**src/rtl/acc_fp_norm.sv**
```systemverilog
// Accumulator back end: 2-stage valid/ready pipeline that normalizes an aligned mantissa sum
// and packs it as {sign, exp, man}. Define ACC_FP_NORM_RNE_EN for round-to-nearest-even.
module acc_fp_norm #(
  parameter int unsigned EXP_W = 4,
  parameter int unsigned MAN_W = 11,
  parameter int unsigned SUM_W = 17
) (
  input  logic                         clk,
  input  logic                         rst_n,
  input  logic                         in_valid,
  output logic                         in_ready,
  input  logic [1:0]                   in_sgn,
  input  logic [EXP_W-1:0]             in_exp,
  input  logic [SUM_W-1:0]             in_sum,
  output logic                         out_valid,
  input  logic                         out_ready,
  output logic [EXP_W+MAN_W:0]         out_ops,
  output logic                         out_ovf,
  output logic                         out_uf,
  output logic                         sticky_ovf,
  output logic                         sticky_uf,
  input  logic                         clr_sticky
);

  localparam int unsigned LEAD_W = $clog2(SUM_W);
  localparam int unsigned GRD_W  = SUM_W - 1 - MAN_W;
  localparam int unsigned XW     = EXP_W + 2;

  logic             s1_valid_q;
  logic             s1_sgn_q;
  logic [EXP_W-1:0] s1_exp_q;
  logic [SUM_W-1:0] s1_mag_q;

  logic             s2_adv;
  logic             neg;
  logic [SUM_W-1:0] mag_d;
  logic             sgn_d;

  logic [LEAD_W-1:0]    lead;
  logic [SUM_W-1:0]     norm;
  logic [MAN_W-1:0]     man;
  logic signed [XW-1:0] exp_n;
  logic                 ovf_d;
  logic                 uf_d;
  logic [EXP_W+MAN_W:0] ops_d;

  assign s2_adv   = !out_valid || out_ready;
  assign in_ready = !s1_valid_q || s2_adv;

  always_comb begin
    neg   = in_sgn[1] && in_sum[SUM_W-1];
    mag_d = neg ? (~in_sum + SUM_W'(1)) : in_sum;
    sgn_d = neg ? ~in_sgn[0] : in_sgn[0];
  end

`ifdef ACC_FP_NORM_RNE_EN
  logic [GRD_W-1:0] guard;
  logic             rnd_up;
  logic             man_co;
`else
  logic             unused_grd;
  assign unused_grd = ^norm[GRD_W-1:0];
`endif
  logic unused_lead;
  assign unused_lead = norm[SUM_W-1];

  // Shift so the leading one always lands in the top bit; the carry and non-carry cases
  // then share one mantissa slice and one guard field.
  always_comb begin
    lead = '0;
    for (int i = 0; i < SUM_W; i++) begin
      if (s1_mag_q[i]) lead = LEAD_W'(i);
    end
    norm  = s1_mag_q << (LEAD_W'(SUM_W - 1) - lead);
    man   = norm[SUM_W-2 -: MAN_W];
    exp_n = XW'(s1_exp_q) + XW'(lead) - XW'(SUM_W - 2);
`ifdef ACC_FP_NORM_RNE_EN
    guard  = norm[GRD_W-1:0];
    rnd_up = (guard > {1'b1, {(GRD_W-1){1'b0}}}) ||
             ((guard == {1'b1, {(GRD_W-1){1'b0}}}) && man[0]);
    {man_co, man} = {1'b0, man} + (MAN_W+1)'(rnd_up);
    if (man_co) exp_n = exp_n + XW'(1);
`endif
    ovf_d = 1'b0;
    uf_d  = 1'b0;
    ops_d = '0;
    if (s1_mag_q != '0) begin
      if (!exp_n[XW-1] && exp_n[XW-2]) begin
        ovf_d = 1'b1;
        ops_d = {s1_sgn_q, {EXP_W{1'b1}}, {MAN_W{1'b1}}};
      end else if (exp_n[XW-1] || ((exp_n == '0) && (man == '0))) begin
        uf_d = 1'b1;
      end else begin
        ops_d = {s1_sgn_q, exp_n[EXP_W-1:0], man};
      end
    end
  end

  always_ff @(posedge clk) begin
    if (!rst_n) begin
      s1_valid_q <= 1'b0;
      s1_sgn_q   <= 1'b0;
      s1_exp_q   <= '0;
      s1_mag_q   <= '0;
      out_valid  <= 1'b0;
      out_ops    <= '0;
      out_ovf    <= 1'b0;
      out_uf     <= 1'b0;
      sticky_ovf <= 1'b0;
      sticky_uf  <= 1'b0;
    end else begin
      if (in_ready) begin
        s1_valid_q <= in_valid;
        if (in_valid) begin
          s1_sgn_q <= sgn_d;
          s1_exp_q <= in_exp;
          s1_mag_q <= mag_d;
        end
      end
      if (s2_adv) begin
        out_valid <= s1_valid_q;
        if (s1_valid_q) begin
          out_ops <= ops_d;
          out_ovf <= ovf_d;
          out_uf  <= uf_d;
        end
      end
      if (clr_sticky) begin
        sticky_ovf <= 1'b0;
        sticky_uf  <= 1'b0;
      end else if (s2_adv && s1_valid_q) begin
        sticky_ovf <= sticky_ovf | ovf_d;
        sticky_uf  <= sticky_uf | uf_d;
      end
    end
  end

endmodule

```
**config.mk**
```make
export PLATFORM = sky130hd
export DESIGN_NAME = acc_fp_norm
export DESIGN_NICKNAME = d
export VERILOG_FILES = /design/src/rtl/acc_fp_norm.sv
export SDC_FILE = /design/constraint.sdc
export NUM_CORES = 1
export LEC_CHECK = 0
export CAP_MARGIN = 20
export CORE_UTILIZATION = 57
export DETAILED_ROUTE_END_ITERATION = 8
export PLACE_DENSITY_LB_ADDON = 0.1
export REMOVE_ABC_BUFFERS = 1
export SYNTH_ARGS = -nofsm -noshare
export SYNTH_HDL_FRONTEND = slang
export SYNTH_SLANG_ARGS = --single-unit
```
**constraint.sdc**
```tcl
create_clock -name clk -period 10.9 [get_ports clk]
set_input_delay 2.18 -clock clk [delete_from_list [all_inputs] [get_ports clk]]
set_output_delay 2.18 -clock clk [all_outputs]
set_load 0.05 [all_outputs]
```
; Yosys cells after proc, flatten, opt, wreduce, memory -nomap -nowiden
; Index checks and enable logic that the tools add are counted.
[classes]
shifts = 1
addsub = 4
n_reduce_logical = 16
bitwise = 5
n_mux = 26
[op_table]
columns = operator, n
row1 = 2-to-1 mux 5 bit, 15
row2 = 2-to-1 mux 16 bit, 3
row3 = adder 17 x 1 -> 17 bit (second input constant), 1
row4 = 2-to-1 mux 17 bit, 1
row5 = NOT 17 bit, 1
row6 = nonzero test 17 bit, 1
row7 = << shifter 17 x 5 -> 16 bit, 1
row8 = zero test 11 bit, 1
row9 = 2-to-1 mux 1 bit, 7
row10 = adder 4 x 5 -> 6 bit, 1
row11 = zero test 6 bit, 1
row12 = subtractor 6 x 4 -> 6 bit (second input constant), 1
row13 = subtractor 5 bit (first input constant), 1
row14 = logical AND 1 bit, 4
row15 = AND reduction 2 bit, 2
row16 = zero test 1 bit, 3
row17 = logical OR 1 bit, 3
row18 = NOT 1 bit, 2
row19 = OR 1 bit, 2
row20 = OR reduction 2 bit, 1
[word_totals]
reg_bits = 44
output_inout_bits = 22
wordCells = 62
inputBits = 28

; Longest topological paths before layout
; Gate-level depths: netlist of the first run.
[logic_depth]
depth_word = 25
ltp_mapped = 18
ltp_nobuf = 17

; Least setup slack after synthesis of the first run
; OpenSTA, ideal clock, no wires.
[synth_path]
kind = input port to output port
start = in out_ready
end = out in_ready
stages = 2
required_ns = 8.720
slack_ns = 6.020
n_path_buf = 0
arrival_ns = 2.700
cell_sequence = nor2b_1 > nand2_1
[synth_via]
elab_chain_cells = 2
[synth_lines]
columns = element, line
row1 = start: declaration, 16  ; input logic out_ready,
row2 = logical OR 1 bit, 47  ; assign s2_adv = !out_valid || out_ready;
row3 = logical OR 1 bit, 48  ; assign in_ready = !s1_valid_q || s2_adv;
row4 = end: declaration, 11  ; output logic in_ready,
; Every way passes these cells.

; Final worst setup path of the first run
; Same ends and word-level chain as after synthesis.

==> results.py, run 1 <==
metrics = {
    "clocking": {
        "htreeDepth": 2,
        "cts_tree": "yes",
        "postCtsHoldBufs": 0,
        "clk_pin_slew_ns": 0.10,
        "clk_latency_ns": 0.31,
        "cts_resized": 0,
        "cts_made_buffers": 5,
        "postCtsSetupBuffers": 0,
        "clock_sinks": 44,
        "cts.path.max_buffers": 2,
        "cts_root_buf": "clkbuf_8",
    },
    "synthesis": {
        "synthMuxAreaShare_pct": 0.296,
        "synth.avg_cell_area_um2": 7.39,
        "ys.warnings.count": 0,
        "synth.largest_area_cell": "dfxtp_1",
        "synth-main-ff-cell": "dfxtp_1",
        "synthAdderAreaFrac_pct": 2.81,
        "synth_top_area_share_pct": 26.0,
        "yosys.area_share.xor_xnor_pct": 3.36,
        "synth_edf_count": 0,
        "ys_seq_area_share_pct": 26.0,
        "synthCells": 458,
        "synth_compound_gate_area_share_pct": 37.7,
        "synth.top_cells.by_area": "dfxtp_1, a21oi_1, nand2_1",
        "synth.cell_area_mm2": 0.00339,
        "synth_cell_types": 76,
        "yosys.area_share.simple_pct": 25.4,
        "ys_async_sr_fraction_pct": 0,
        "synth_top_family_by_area": "compound AO/OA/AOI/OAI gates",
        "ys_ff_latch": 44,
    },
    "timing": {
        "worst_clock_skew_ns": 0.0178,
        "drv_slew": 0,
        "fin_crit_ns": 5.84,
        "setup_slack_ns": 5.06,
        "hold_viol_final": 0,
        "tns_ns": 0,
        "relSlewSlack_pct": 33.8,
        "tightest_slew_ns": 0.988,
        "period_share_pct": 53.6,
        "finalSetupViolCount": 0,
        "fmax_mhz": 171,
        "grt_setup_unrepaired": "no",
    },
    "min_path": {
        "min_to": "out_ops[3]$_SDFFE_PN0P_",
        "hp-start": "out_ops[3]$_SDFFE_PN0P_",
        "hold_class": "reg -> reg",
        "min_path_cells": 2,
    },
    "cells_and_area": {
        "nNetsFinal": 532,
        "drive_above_1_share_pct": 7.63,
        "syn_to_final_growth_pct": 18.6,
        "num_antenna_cells": 0,
    },
    "drt": {
        "wire_per_inst_um": 17.0,
        "wirelength_mm": 9.70,
        "drt-initial-drc-count": 389,
        "antenna_left": 0,
        "vias": 3720,
        "drc": 0,
        "vias_per_cell": 6.53,
        "drt_first_pass_iters": 5,
    },
    "floorplan": {
        "ios": 50,
        "initial_core_util_pct": 60.4,
        "die_area_mm2": 0.00625,
        "rows": 27,
        "fp.dieW_um": 79.1,
        "core_area_mm2": 0.00561,
        "die_y_um": 79.1,
    },
    "critical_path": {
        "r2r-end": "out_uf$_SDFFE_PN0P_",
        "arrival_ns": 3.66,
        "reg2regPathDepth": 14,
        "reg2reg_from": "s1_mag_q[16]$_SDFFE_PN0P_",
        "worst_setup_path_start_kind": "input pin",
        "rrSetupSlack_ns": 6.13,
        "critPathCaptureType": "output pin",
        "worstPathMaxFanout": 4,
        "cp.required_ns": 8.72,
        "setup.worst_path.class": "in -> out",
    },
    "placed_design": {
        "io_buffers": 49,
        "place.gp.congestion": 0.977,
        "post-place-ws_ns": 5.06,
        "dpl.hpwl_mm": 7.35,
    },
    "grt": {
        "grt_util_met2_pct": 54.0,
        "antenna_found_initial": 0,
        "grt_pass1_vias": 3437,
        "grt_pass1_wl_mm": 16.3,
        "grt_overflow_total": 0,
        "grt_max_degree": 34,
        "grt-busiest-layer": "met2",
        "grt_use_met1_pct": 42.1,
        "grtUsageTotal_pct": 33.2,
        "grt.met3_usage_pct": 5.86,
    },
    "power_and_ir_drop": {
        "p_leak_nw": 1.46,
        "power.density_mw_per_mm2": 162,
        "ir_drop_v": 0.0000783,
    },
    "outcome": {
        "status": "finished clean",
    },
    "flow_run": {
        "maxCapViolations": 0,
    },
}
power by group:
| part | total, W | internal, W | switching (W) | leakage, nW |
|---|---|---|---|---|
| Clock | 0.000111 | 0.0000514 | 0.0000594 | 0.0434 |
| Combinational | 0.000352 | 0.000127 | 0.000225 | 1.06 |
| Sequential | 0.000188 | 0.000172 | 0.0000152 | 0.361 |
state kept, by name (all words and copies together), names as in the netlist:
name        flops
s1_mag_q       17
out_ops        16
s1_exp_q        4
out_ovf         1
out_uf          1
out_valid       1
s1_sgn_q        1
s1_valid_q      1
sticky_ovf      1
sticky_uf       1
worst max path at each step:
stage               cells after the start  startpoint       end
global route                            4   out_ready  in_ready
global placement                        4   out_ready  in_ready
detailed placement                      4   out_ready  in_ready
floorplan                               2   out_ready  in_ready
finish                                  4   out_ready  in_ready
CTS                                     4   out_ready  in_ready
placed cells by master, fill, tap and decap left out, types with 6 or more instances in the layout:
cell / synthesis / final
ha_1: 6 / 6
a31oi_1: 6 / 6
nor4_1: 6 / 6
nand2b_1: 8 / 8
inv_1: 16 / 16
clkbuf_8: 0 / 6
a211oi_1: 18 / 18
nand3_1: 7 / 7
or3_1: 6 / 6
and3_1: 12 / 12
nor3_1: 10 / 10
nor2_1: 45 / 45
nand2_1: 53 / 53
clkdlybuf4s50_1: 0 / 49
o31ai_1: 7 / 7
dfxtp_1: 44 / 44
xor2_1: 8 / 8
a311oi_1: 6 / 6
o21ai_0: 24 / 24
a21oi_1: 53 / 52
logic make-up (layout without fill, tap and decap cells):
group,Yosys count,in the layout
AOI/OAI and AO/OA,180,180
xor gates and xnor gates,13,13
adders and majority gates,7,7
buffers and inverters,39,79
DFF,44,44
muxes,1,1
and+or+nand+nor,174,174
synthesized netlist by cell type, drive strengths merged, types with 3 or more instances:
| cell type | count |
|---|---|
| xor2 | 8 |
| xnor2 | 5 |
| a211o | 4 |
| o21a | 5 |
| dfxtp | 44 |
| and3 | 12 |
| a2111oi | 4 |
| a31o | 3 |
| buf | 4 |
| or3b | 3 |
| ha | 6 |
| nor3 | 10 |
| o2111ai | 5 |
| nand2b | 8 |
| o22ai | 3 |
| a311oi | 6 |
| nor2b | 4 |
| a31oi | 6 |
| o21ai | 26 |
| o31a | 4 |
| o31ai | 7 |
| or3 | 6 |
| nor2 | 46 |
| nand3 | 7 |
| or4 | 5 |
| a21oi | 54 |
| o211ai | 5 |
| nor4 | 6 |
| clkbuf | 17 |
| and2 | 5 |
| nand2 | 54 |
| a22o | 5 |
| inv | 17 |
| a211oi | 18 |
area by class of cell:
cell class                 count  area, um^2
multi-input combinational    375        2360
fill                         475        1590
sequential                    44         881
timing repair buffer          53         520
tap                           72        90.1
clock buffer                   6        82.6
inverter                      18        67.6
clock inverter                 2        15.0
metal layers:
metal	share of wire, %	routed length, um	vias up
li1	-	-	1822
met1	44	4230	1697
met2	47	4570	167
met3	5.8	560	34
met4	3.6	345	0
met5	0	0	-
stage by stage:
stage | hold slack [ns] | area [um^2] | power (W) | std cells | util [%]
floorplan | 0.436 | 3300 | 0.000435 | 437 | -
global placement | 0.431 | 3920 | 0.000529 | 562 | 69.8
detailed placement | 0.447 | 3920 | 0.000533 | 562 | 69.8
CTS | 0.462 | 4010 | 0.000642 | 570 | 71.6
global route | 0.476 | 4010 | 0.000691 | 570 | 71.6
finish | 0.459 | 4010 | 0.000651 | 570 | 71.6
critical path, cell delays in order:
cell and delay [ns]:
clkdlybuf4s50_1 0.39, nor2b_1 0.23, nand2_1 0.14, clkdlybuf4s50_1 0.72
(Power assumes the default switching activity.)
==> inputs of run 2 (changes only) <==
--- a/config.mk
+++ b/config.mk
@@ -6,7 +6,7 @@
 export NUM_CORES = 1
 export LEC_CHECK = 0
 export CAP_MARGIN = 20
-export CORE_UTILIZATION = 57
+export CORE_UTILIZATION = 55
 export DETAILED_ROUTE_END_ITERATION = 8
 export PLACE_DENSITY_LB_ADDON = 0.1
 export REMOVE_ABC_BUFFERS = 1
==> constraint.sdc (replaced) <==
create_clock -name clk -period 5.5 [get_ports clk]
set_input_delay 1.1 -clock clk [delete_from_list [all_inputs] [get_ports clk]]
set_output_delay 1.1 -clock clk [all_outputs]
set_load 0.05 [all_outputs]
==> run 2 against run 1 <==
Power is 110% higher; sequential power grew 98%; core utilization fell by 3.3 points; count of clock-buffer cells in the layout fell by 1; largest power group unchanged.
==> results.py, run 2 (synthesized netlist as in run 1, its figures left out) <==
metrics = {
    "clocking": {
        "postCtsSetupBuffers": 0,
        "postCtsHoldBufs": 0,
        "htreeDepth": 2,
        "cts_made_buffers": 5,
        "clk_pin_slew_ns": 0.10,
        "clk_latency_ns": 0.32,
        "cts_tree": "yes",
        "cts.path.max_buffers": 2,
        "cts_resized": 0,
        "cts_root_buf": "clkbuf_8",
        "clock_sinks": 44,
    },
    "power_and_ir_drop": {
        "p_leak_nw": 1.48,
        "p_switching_w": 0.000615,
        "p_int_w": 0.000734,
        "clock_power_share_pct": 19.2,
        "power.density_mw_per_mm2": 334,
        "p_total_w": 0.00135,
        "seq_power_share_pct": 27.7,
        "switching_share_pct": 45.6,
        "ir_drop_v": 0.000185,
        "pwr-share-comb_pct": 53.1,
    },
    "drt": {
        "vias": 3930,
        "drt_first_pass_iters": 5,
        "drc": 0,
        "wire_per_inst_um": 18.1,
        "vias_per_cell": 6.85,
        "wirelength_mm": 10.4,
        "drt-initial-drc-count": 412,
        "antenna_left": 0,
    },
    "critical_path": {
        "crit_chain": "nor2_1, and4_4, o21ai_1, nand2_1, inv_1, ha_1, or2_2, o211ai_1, mux2i_1, a211o_2, a32oi_2, a2111oi_4, nand4_1, o41ai_2",
        "r2r-end": "sticky_uf$_SDFFE_PP0P_",
        "reg2reg_from": "s1_mag_q[16]$_SDFFE_PN0P_",
        "worstPathMaxFanout": 14,
        "cp_slowest_cell": "o211ai_1",
        "cp.required_ns": 5.73,
        "max_stage_delay_ns": 0.79,
        "reg2regPathDepth": 14,
        "startpoint": "s1_mag_q[16]$_SDFFE_PN0P_",
        "critical_path.top_delay_family": "compound AO/OA/AOI/OAI gates",
        "arrival_ns": 4.82,
        "worstSetupEndpoint": "sticky_uf$_SDFFE_PP0P_",
        "setup.worst_path.class": "reg -> reg",
        "worst_setup_path_start_kind": "flop",
        "crit_buf_inv": 1,
        "rrSetupSlack_ns": 0.91,
        "critPathCaptureType": "flop",
        "crit_cells": 14,
    },
    "floorplan": {
        "initial_core_util_pct": 57.2,
        "fp.dieW_um": 80.5,
        "core_area_mm2": 0.00592,
        "rows": 28,
        "die_area_mm2": 0.00647,
        "ios": 50,
        "die_y_um": 80.5,
    },
    "placed_design": {
        "place.gp.congestion": 0.958,
        "placed_area_mm2": 0.00393,
        "dpl.hpwl_mm": 7.64,
        "post-place-ws_ns": 1.04,
        "dp_cells": 566,
        "io_buffers": 49,
    },
    "cells_and_area": {
        "regMostFlops": "s1_mag_q",
        "num_antenna_cells": 0,
        "layout_commonest_cell": "nand2_1",
        "nNetsFinal": 533,
        "multiInputGateArea_mm2": 0.00236,
        "final_cell_mix": "nand2_1, a21oi_1, clkdlybuf4s50_1",
        "postLayoutCellArea_mm2": 0.00404,
        "filler_cell_count": 492,
        "reg_top3": "s1_mag_q (17), out_ops (16), s1_exp_q (4)",
        "syn_to_final_growth_pct": 19.4,
        "ff_latch_area_um2": 881,
        "drive_above_1_share_pct": 7.82,
        "largest_register_ffs": 17,
        "stdcell_count": 574,
    },
    "grt": {
        "grtUsageTotal_pct": 33.3,
        "grt_pass1_vias": 3454,
        "grt_pass1_wl_mm": 16.9,
        "antenna_found_initial": 0,
        "grt_max_degree": 34,
        "grt_overflow_total": 0,
    },
    "timing": {
        "tns_ns": 0,
        "grt_setup_unrepaired": "no",
        "relSlewSlack_pct": 34.5,
        "tightest_slew_ns": 0.977,
        "fmax_mhz": 218,
        "finalSetupViolCount": 0,
        "setup_slack_ns": 0.906,
        "fin_crit_ns": 4.59,
        "hold_viol_final": 0,
        "drv_slew": 0,
        "worst_clock_skew_ns": 0.0216,
        "period_share_pct": 83.5,
    },
    "min_path": {
        "hold_class": "reg -> reg",
        "min_path_cells": 2,
    },
    "flow_run": {
        "maxCapViolations": 0,
    },
    "outcome": {
        "status": "finished clean",
    },
}
## run 2: worst min-delay path, delay by kind of cell (launching register included)
kind | cells | cell delay (ns)
DFF | 1 | 0.32
and+or+nand+nor | 2 | 0.09
## run 2: cell type report
class,instances,area share (%)
inverter,18,1.67
clock inverter,3,1.15
sequential,44,21.8
multi-input combinational,375,58.3
clock buffer,5,1.70
tap,75,2.32
timing repair buffer,54,13.1
## run 2: metal layers
metal  vias up  part of all wire, %  track usage (%)
met3        43                  8.7             4.55
met5         -                    0                0
li1       1814                    -                -
met1      1804                   41             44.6
met4         0                  3.8             14.6
met2       269                   46             53.0
## run 2: worst min path at each step
stage | from | end | slack, ns
global route | out_ops[3]$_SDFFE_PN0P_ | out_ops[3]$_SDFFE_PN0P_ | 0.46
global placement | out_ops[3]$_SDFFE_PN0P_ | out_ops[3]$_SDFFE_PN0P_ | 0.43
floorplan | s1_exp_q[0]$_SDFFE_PN0P_ | s1_exp_q[0]$_SDFFE_PN0P_ | 0.44
finish | out_ops[3]$_SDFFE_PN0P_ | out_ops[3]$_SDFFE_PN0P_ | 0.45
CTS | out_ops[3]$_SDFFE_PN0P_ | out_ops[3]$_SDFFE_PN0P_ | 0.45
detailed placement | out_ops[3]$_SDFFE_PN0P_ | out_ops[3]$_SDFFE_PN0P_ | 0.44
## run 2: power by group through the flow
stage | clock, W | combinational, W | sequential (W)
2_1_floorplan | 0 | 0.000456 | 0.000406
3_3_place_gp | 0 | 0.000684 | 0.000378
3_5_place_dp | 0 | 0.000685 | 0.000379
4_1_cts | 0.000258 | 0.000690 | 0.000372
6_report | 0.000260 | 0.000716 | 0.000373
5_1_grt | 0.000272 | 0.000764 | 0.000376
## run 2: per-stage QoR
step                      hold WS, ns  util [%]
after CTS                       0.451      68.3
final                           0.446      68.3
after global placement          0.432      66.3
after detailed placement        0.436      66.3
after global routing            0.458      68.3
after floorplan                 0.436         -
